## config.mk

```make
export PLATFORM = sky130hd
export DESIGN_NAME = spi_reg_bank_burst
export DESIGN_NICKNAME = d
export VERILOG_FILES = /design/src/rtl/spi_reg_pkg.sv /design/src/rtl/spi_reg_bank_burst_sync.sv /design/src/rtl/spi_reg_bank_burst.sv
export SDC_FILE = /design/constraint.sdc
export NUM_CORES = 1
export LEC_CHECK = 0
export CORE_MARGIN = 2
export CORE_UTILIZATION = 35
export DETAILED_ROUTE_END_ITERATION = 12
export PLACE_DENSITY = 0.69
export SYNTH_ARGS = -nofsm -noshare
export SYNTH_HDL_FRONTEND = slang
export SYNTH_SLANG_ARGS = --single-unit
```

## constraint.sdc

```tcl
create_clock -name clk -period 9.9 [get_ports clk]
set_clock_uncertainty 0.05 [all_clocks]
set_input_delay 1.98 -clock clk [delete_from_list [all_inputs] [get_ports clk]]
set_output_delay 1.98 -clock clk [all_outputs]
set_load 0.005 [all_outputs]
```

## src/rtl/spi_reg_pkg.sv

```systemverilog
// Shared types and constants for the SPI register bank.
// FSM encoding, command framing and synchroniser depth.
package spi_reg_pkg;
  typedef enum logic [1:0] {
    S_IDLE,
    S_CMD,
    S_DATA
  } state_t;

  localparam int CMD_W      = 8;
  localparam int CMD_WR_BIT = 7;
  localparam int SYNC_DEPTH = 2;
endpackage

```

## src/rtl/spi_reg_bank_burst_sync.sv

```systemverilog
// Brings cs_n/sclk/mosi into the clk domain and turns
// synced sclk edges into sample/drive pulses for the current mode.
module spi_edge_sync
  import spi_reg_pkg::*;
(
  input  logic i_clk,
  input  logic i_rst,
  input  logic i_cs_n,
  input  logic i_sclk,
  input  logic i_mosi,
  input  logic i_cpol,
  input  logic i_cpha,
  output logic o_cs_n,
  output logic o_mosi,
  output logic o_sample,
  output logic o_drive,
  output logic o_cs_fall,
  output logic o_cs_rise
);
  logic [SYNC_DEPTH-1:0] r_cs;
  logic [SYNC_DEPTH-1:0] r_mosi;
  logic [SYNC_DEPTH:0]   r_sclk;
  logic                  r_cs_d;
  logic                  w_rise;
  logic                  w_fall;
  logic                  w_same;

  always_ff @(posedge i_clk or posedge i_rst) begin
    if (i_rst) begin
      r_cs   <= '1;
      r_cs_d <= 1'b1;
      r_sclk <= '0;
      r_mosi <= '0;
    end else begin
      r_cs   <= {r_cs[SYNC_DEPTH-2:0], i_cs_n};
      r_cs_d <= r_cs[SYNC_DEPTH-1];
      r_sclk <= {r_sclk[SYNC_DEPTH-1:0], i_sclk};
      r_mosi <= {r_mosi[SYNC_DEPTH-2:0], i_mosi};
    end
  end

  assign w_rise    = r_sclk[SYNC_DEPTH-1] & ~r_sclk[SYNC_DEPTH];
  assign w_fall    = ~r_sclk[SYNC_DEPTH-1] & r_sclk[SYNC_DEPTH];
  assign w_same    = (i_cpol == i_cpha);
  assign o_sample  = w_same ? w_rise : w_fall;
  assign o_drive   = w_same ? w_fall : w_rise;
  assign o_cs_n    = r_cs[SYNC_DEPTH-1];
  assign o_mosi    = r_mosi[SYNC_DEPTH-1];
  assign o_cs_fall = ~r_cs[SYNC_DEPTH-1] & r_cs_d;
  assign o_cs_rise = r_cs[SYNC_DEPTH-1] & ~r_cs_d;
endmodule

```

## src/rtl/spi_reg_bank_burst.sv

```systemverilog
// SPI slave register bank: R/W config plus read-only status registers,
// run-time CPOL/CPHA, burst access with address auto-increment.
module spi_reg_bank_burst
  import spi_reg_pkg::*;
#(
  parameter int NUM_CFG  = 8,
  parameter int NUM_STAT = 8,
  parameter int WIDTH    = 8,
  parameter int ADDR_W   = 7,
  parameter logic [WIDTH-1:0] CFG_RST_VAL = '0
) (
  input  logic                      clk,
  input  logic                      rst,
  input  logic                      spi_cs_n,
  input  logic                      spi_clk,
  input  logic                      spi_mosi,
  output logic                      spi_miso,
  output logic                      spi_miso_oe,
  input  logic                      cpol,
  input  logic                      cpha,
  output logic [NUM_CFG*WIDTH-1:0]  config_regs,
  input  logic [((NUM_STAT > 0) ? NUM_STAT : 1)*WIDTH-1:0] status_regs,
  output logic                      cfg_wr,
  output logic [ADDR_W-1:0]         cfg_wr_addr
);
  localparam int TOTAL = NUM_CFG + NUM_STAT;
  localparam int CNT_W = 6;
  localparam int RX_W  = (WIDTH > CMD_W) ? WIDTH : CMD_W;

  state_t            r_state;
  state_t            w_next;
  logic              r_cpol;
  logic              r_cpha;
  logic              w_cs_n_s;
  logic              w_mosi_s;
  logic              w_sample;
  logic              w_drive;
  logic              w_cs_fall;
  logic              w_cs_rise;
  logic [CNT_W-1:0]  r_bitcnt;
  logic [RX_W-1:0]   r_rx;
  logic [RX_W-1:0]   w_rx_next;
  logic [WIDTH-1:0]  r_tx;
  logic [WIDTH-1:0]  w_rd;
  logic [ADDR_W-1:0] r_addr;
  logic [ADDR_W-1:0] w_addr_inc;
  logic [ADDR_W-1:0] w_addr_ld;
  logic              r_wr;
  logic              r_hold;
  logic              r_cfg_wr;
  logic [ADDR_W-1:0] r_cfg_wr_addr;
  logic [WIDTH-1:0]  r_cfg [NUM_CFG];
  logic              w_active;
  logic              w_cmd_done;
  logic              w_data_done;
  logic              w_frame_done;
  logic              w_in_cfg;
  logic              w_wr_en;

  spi_edge_sync u_sync (
    .i_clk     (clk),
    .i_rst     (rst),
    .i_cs_n    (spi_cs_n),
    .i_sclk    (spi_clk),
    .i_mosi    (spi_mosi),
    .i_cpol    (r_cpol),
    .i_cpha    (r_cpha),
    .o_cs_n    (w_cs_n_s),
    .o_mosi    (w_mosi_s),
    .o_sample  (w_sample),
    .o_drive   (w_drive),
    .o_cs_fall (w_cs_fall),
    .o_cs_rise (w_cs_rise)
  );

  // Mode is frozen for the whole transaction once cs_n is seen low
  always_ff @(posedge clk or posedge rst) begin
    if (rst) begin
      r_cpol <= 1'b0;
      r_cpha <= 1'b0;
    end else if (w_cs_n_s) begin
      r_cpol <= cpol;
      r_cpha <= cpha;
    end
  end

  assign w_active    = (r_state != S_IDLE) && !w_cs_rise;
  assign w_cmd_done  = w_active && w_sample && (r_state == S_CMD)
                    && (r_bitcnt == CNT_W'(CMD_W-1));
  assign w_data_done = w_active && w_sample && (r_state == S_DATA)
                    && (r_bitcnt == CNT_W'(WIDTH-1));
  assign w_frame_done = w_cmd_done | w_data_done;
  assign w_in_cfg    = {1'b0, r_addr} < (ADDR_W+1)'(NUM_CFG);
  assign w_wr_en     = w_data_done & r_wr & w_in_cfg;
  assign w_rx_next   = {r_rx[RX_W-2:0], w_mosi_s};
  assign w_addr_inc  = (r_addr == ADDR_W'(TOTAL-1)) ? '0 : r_addr + 1'b1;
  assign w_addr_ld   = (r_state == S_CMD) ? w_rx_next[ADDR_W-1:0] : w_addr_inc;

  always_comb begin
    w_rd = '0;
    for (int i = 0; i < NUM_CFG; i++)
      if (w_addr_ld == ADDR_W'(i)) w_rd = r_cfg[i];
    for (int i = 0; i < NUM_STAT; i++)
      if (w_addr_ld == ADDR_W'(NUM_CFG+i))
        w_rd = status_regs[i*WIDTH +: WIDTH];
  end

  always_ff @(posedge clk or posedge rst) begin
    if (rst) r_state <= S_IDLE;
    else     r_state <= w_next;
  end

  always_comb begin
    w_next = r_state;
    unique case (r_state)
      S_IDLE: if (w_cs_fall) w_next = S_CMD;
      S_CMD: begin
        if (w_cs_rise)       w_next = S_IDLE;
        else if (w_cmd_done) w_next = S_DATA;
      end
      S_DATA: if (w_cs_rise) w_next = S_IDLE;
      default: w_next = S_IDLE;
    endcase
  end

  // The drive edge right after a load keeps the MSB on the line
  always_ff @(posedge clk or posedge rst) begin
    if (rst) begin
      r_bitcnt      <= '0;
      r_rx          <= '0;
      r_tx          <= '0;
      r_addr        <= '0;
      r_wr          <= 1'b0;
      r_hold        <= 1'b0;
      r_cfg_wr      <= 1'b0;
      r_cfg_wr_addr <= '0;
    end else begin
      r_cfg_wr <= 1'b0;
      if (!w_active) begin
        r_bitcnt <= '0;
        r_rx     <= '0;
        r_tx     <= '0;
        r_addr   <= '0;
        r_wr     <= 1'b0;
        r_hold   <= 1'b0;
      end else begin
        if (w_sample) begin
          if (w_frame_done) begin
            r_bitcnt <= '0;
            r_rx     <= '0;
            r_tx     <= w_rd;
            r_hold   <= 1'b1;
            r_addr   <= w_addr_ld;
            if (w_cmd_done) r_wr <= w_rx_next[CMD_WR_BIT];
            if (w_wr_en) begin
              r_cfg_wr      <= 1'b1;
              r_cfg_wr_addr <= r_addr;
            end
          end else begin
            r_bitcnt <= r_bitcnt + 1'b1;
            r_rx     <= w_rx_next;
          end
        end
        if (w_drive) begin
          if (r_hold) r_hold <= 1'b0;
          else        r_tx   <= {r_tx[WIDTH-2:0], 1'b0};
        end
      end
    end
  end

  always_ff @(posedge clk or posedge rst) begin
    if (rst) begin
      for (int i = 0; i < NUM_CFG; i++) r_cfg[i] <= CFG_RST_VAL;
    end else if (w_wr_en) begin
      for (int i = 0; i < NUM_CFG; i++)
        if (r_addr == ADDR_W'(i)) r_cfg[i] <= w_rx_next[WIDTH-1:0];
    end
  end

  for (genvar g = 0; g < NUM_CFG; g++) begin : g_cfg
    assign config_regs[g*WIDTH +: WIDTH] = r_cfg[g];
  end

  assign spi_miso    = (r_state == S_DATA && !r_wr) ? r_tx[WIDTH-1] : 1'b0;
  assign spi_miso_oe = (r_state != S_IDLE);
  assign cfg_wr      = r_cfg_wr;
  assign cfg_wr_addr = r_cfg_wr_addr;
endmodule
```

==> impl_results.md <==
* Switching Fraction at 23.81%
* Final estimated routing congestion in global placement at 0.9250
* Post-DRT Antenna Nets at 0
* Bufs on Longest Clock Path at 2
* Mapped Cells at 579
* Clock Power Share at 51.0%
* Initial DRT Pass Iterations at 6
* Count leader, synth: dfrtp_1
* Max-Slew Margin vs Limit at 20.70%
* Num rows at 48
* Num CTS Buffers at 17
* Area of the core at 0.01712 mm²
* Net switching power at 0.2884 mW
* Met1 Usage GRT at 31.10%
* Register bit count reported by yosys at 114
* Final Hold Violating Endpoints at 0
* Routed Wire Length at 21.01 mm
* Leak at 3.475 nW
* RR Endpoint: r_tx[0]$_DFF_PP0_
* Syn Area/Cell at 10.49 µm²
* Total GRT Usage at 22.95%
* Yosys top cell area share at 45.72%
* Total power at 1.211 mW
* Crit. End Element: output port
* Syn Nets at 655
* Maximum VDD drop at 117.4 µV
* Post-synthesis sequential area ratio at 47.01%
* Starting Density at 35.50%
* Int Pwr at 0.9226 mW
* Layout cells sized above 1 at 16.62%
* Mapped Area at 0.006076 mm²
* FF-to-FF Start: r_addr[0]$_DFFE_PP0P_
* Most Crowded Layer GR: met2
* WL/cell at 22.19 µm
* Final nets at 786
* Reg2Reg Setup Slack at 5990 ps
* DPL Wire Length at 14.80 mm
* Met2 Use GR at 35.07%
* Initial antenna violation count at 0
* Status: finished, final reports clean
* Sequential fraction of design power at 39.7%
* Post-synth EDFFs at 0
* Final setup viols at 0
* Critical path fanouts, max at 6
* Crit start category: register
* Crit Path Category: reg -> out
* Fmax at 0.2548 GHz
* Minimum clock period at 3924 ps
* CTS clk-pin slew, worst paths at 50 ps
* Ant diodes at 0
* CTS Sinks at 114
* Area leader, netlist: dfrtp_1
* Period utilization at 39.64%
* Final slew viol count at 0
* Largest net degree at the start of global routing at 62
* Die width at 135.8 µm
* Die H at 135.8 µm
* Hold_buf cts at 0
* IO buf count at 144
* Max cap viols at 0
* RSZ-0062 raised after global routing: no
* Hold path depth at 0
* Via count at 5625
* Die area at 0.01843 mm²
* Worst reg-to-reg path cell count at 9
* Clk Latency, worst-skew pair at 420 ps
* Hold Slack at 293.4 ps
* Min-Delay Endpoint: u_sync.r_mosi[1]$_DFF_PP0_
* Least-Margin Pin Slew at 1180 ps
* Grt total ovfl at 0
* Postcts setup bufs at 0
* CTS tree: built
* Met3 GRT Util at 6.921%
* Top cells by area, synth: dfrtp_1, mux2_2, nand2_1
* First-pass GRT wire length at 31.85 mm
* Asr flop ratio synth at 100.0%
* Yosys warnings at 0
* Root buffer cell: clkbuf_16
* Critical Path AT at 1890 ps
* Worst endpoint required time at 7870 ps
* Top FF cell, synth: dfrtp_1
* Yosys cell types at 67
* Initial DRC count at 578
* Top Ports at 145
* Fin Setup TNS at 0 ps
* Startpoint of the worst hold path: u_sync.r_mosi[0]$_DFF_PP0_
* Area grow syn2layout at 35.91%
* Logic pwr share at 9.3%
* Number of global-route vias before repair at 5632
* Worst hold path class: reg -> reg
* Post-cts gate resize count at 0
* DRC at 0
* Mean number of vias per cell at 5.940
* H-tree depth at 4
* Pwr Density at 146.7 mW/mm²
* Synth cell count leaders: dfrtp_1, mux2_2, nand2_1
==> worst max path at each step <==
stage	start	endpoint	slack, ps	cells after the start
after floorplan	rst	cfg_wr$_DFF_PP0_	4860	1
after global placement	rst	r_tx[6]$_DFF_PP0_	6160	3
after detailed placement	rst	r_tx[2]$_DFF_PP0_	6110	3
after CTS	r_state[0]$_DFFE_PP0P_	spi_miso	5970	3
after global routing	r_addr[0]$_DFFE_PP0P_	r_tx[0]$_DFF_PP0_	5700	9
final	r_state[0]$_DFFE_PP0P_	spi_miso	5980	3
==> registers in the layout, indices dropped and copies added, names as in the netlist <==
| register | count |
|---|---|
| config_regs | 64 |
| r_tx | 8 |
| cfg_wr_addr | 7 |
| r_addr | 7 |
| r_rx | 7 |
| r_bitcnt | 6 |
| u_sync.r_sclk | 3 |
| r_state | 2 |
| u_sync.r_cs | 2 |
| u_sync.r_mosi | 2 |
| cfg_wr | 1 |
| r_cpha | 1 |
| r_cpol | 1 |
| r_hold | 1 |
| r_wr | 1 |
| u_sync.r_cs_d | 1 |
==> through the flow <==
stage	area, µm²	instances	setup slack, ps	util [%]
final	8258	947	5976	48.25
after global routing	8258	947	5701	48.25
after CTS	8258	947	5966	48.25
after detailed placement	7664	916	6110	44.77
after global placement	7664	916	6163	44.77
after floorplan	6076	579	4859	-
==> critical path, cell delays in order (launching register included) <==
cell and delay [ps]:
dfrtp_1 420, nand2b_1 220, nor3b_1 280, clkdlybuf4s50_1 560
==> area by class of cell <==
class                   instances  area (µm²)
flip-flops and latches        114        2856
clock buffers                  21       460.4
clock inverters                10       133.9
fillers                      1551        8859
inverters                       9       36.28
repair buffers                147        1464
multi-input cells             421        3025
well taps                     225       281.5
==> cell families after synthesis <==
family / count (synthesis) / share of synthesized area [%]
DFF: 114 / 47.01
and+or+nand+nor: 192 / 16.87
muxes: 67 / 12.42
xor gates and xnor gates: 7 / 1.009
AOI/OAI and AO/OA: 150 / 18.27
adders and majority gates: 5 / 1.030
buffers and inverters: 44 / 3.398
==> layer usage <==
layer / wire length, µm / vias up
met5: 0 / -
met4: 492 / 0
met3: 2051 / 44
met2: 9721 / 334
met1: 8749 / 2792
li1: - / 2455
==> layout by cell type, fill, tap and decap left out, types with 4 or more instances in the layout <==
master / count
clkinv_2: 4
o22ai_1: 7
nor4_2: 4
o31ai_1: 5
nor2_1: 43
clkdlybuf4s50_1: 144
a221oi_1: 4
nand4_1: 11
o211ai_1: 5
nor3b_1: 5
nor3_1: 13
nand2b_1: 9
a2111oi_0: 4
nor4_1: 4
xor2_1: 5
clkbuf_16: 17
mux2_2: 63
and2_1: 5
nand3_1: 19
nor4_4: 5
inv_1: 8
nor2b_1: 7
o21ai_0: 24
a221o_1: 4
dfrtp_1: 111
a22oi_1: 16
a222oi_1: 7
a21oi_1: 20
nand2_1: 53
a22o_1: 10
ha_1: 5
or3_1: 5
a21o_1: 4
==> power groups by stage <==
stage | Sequential [mW] | Clock (mW) | Combinational (mW)
floorplan | 0.485 | 0 | 0.0633
global placement | 0.488 | 0 | 0.109
detailed placement | 0.488 | 0 | 0.111
CTS | 0.480 | 0.624 | 0.112
global route | 0.481 | 0.645 | 0.123
finish | 0.481 | 0.618 | 0.113
No activity file was read; power rests on OpenSTA's default activity.
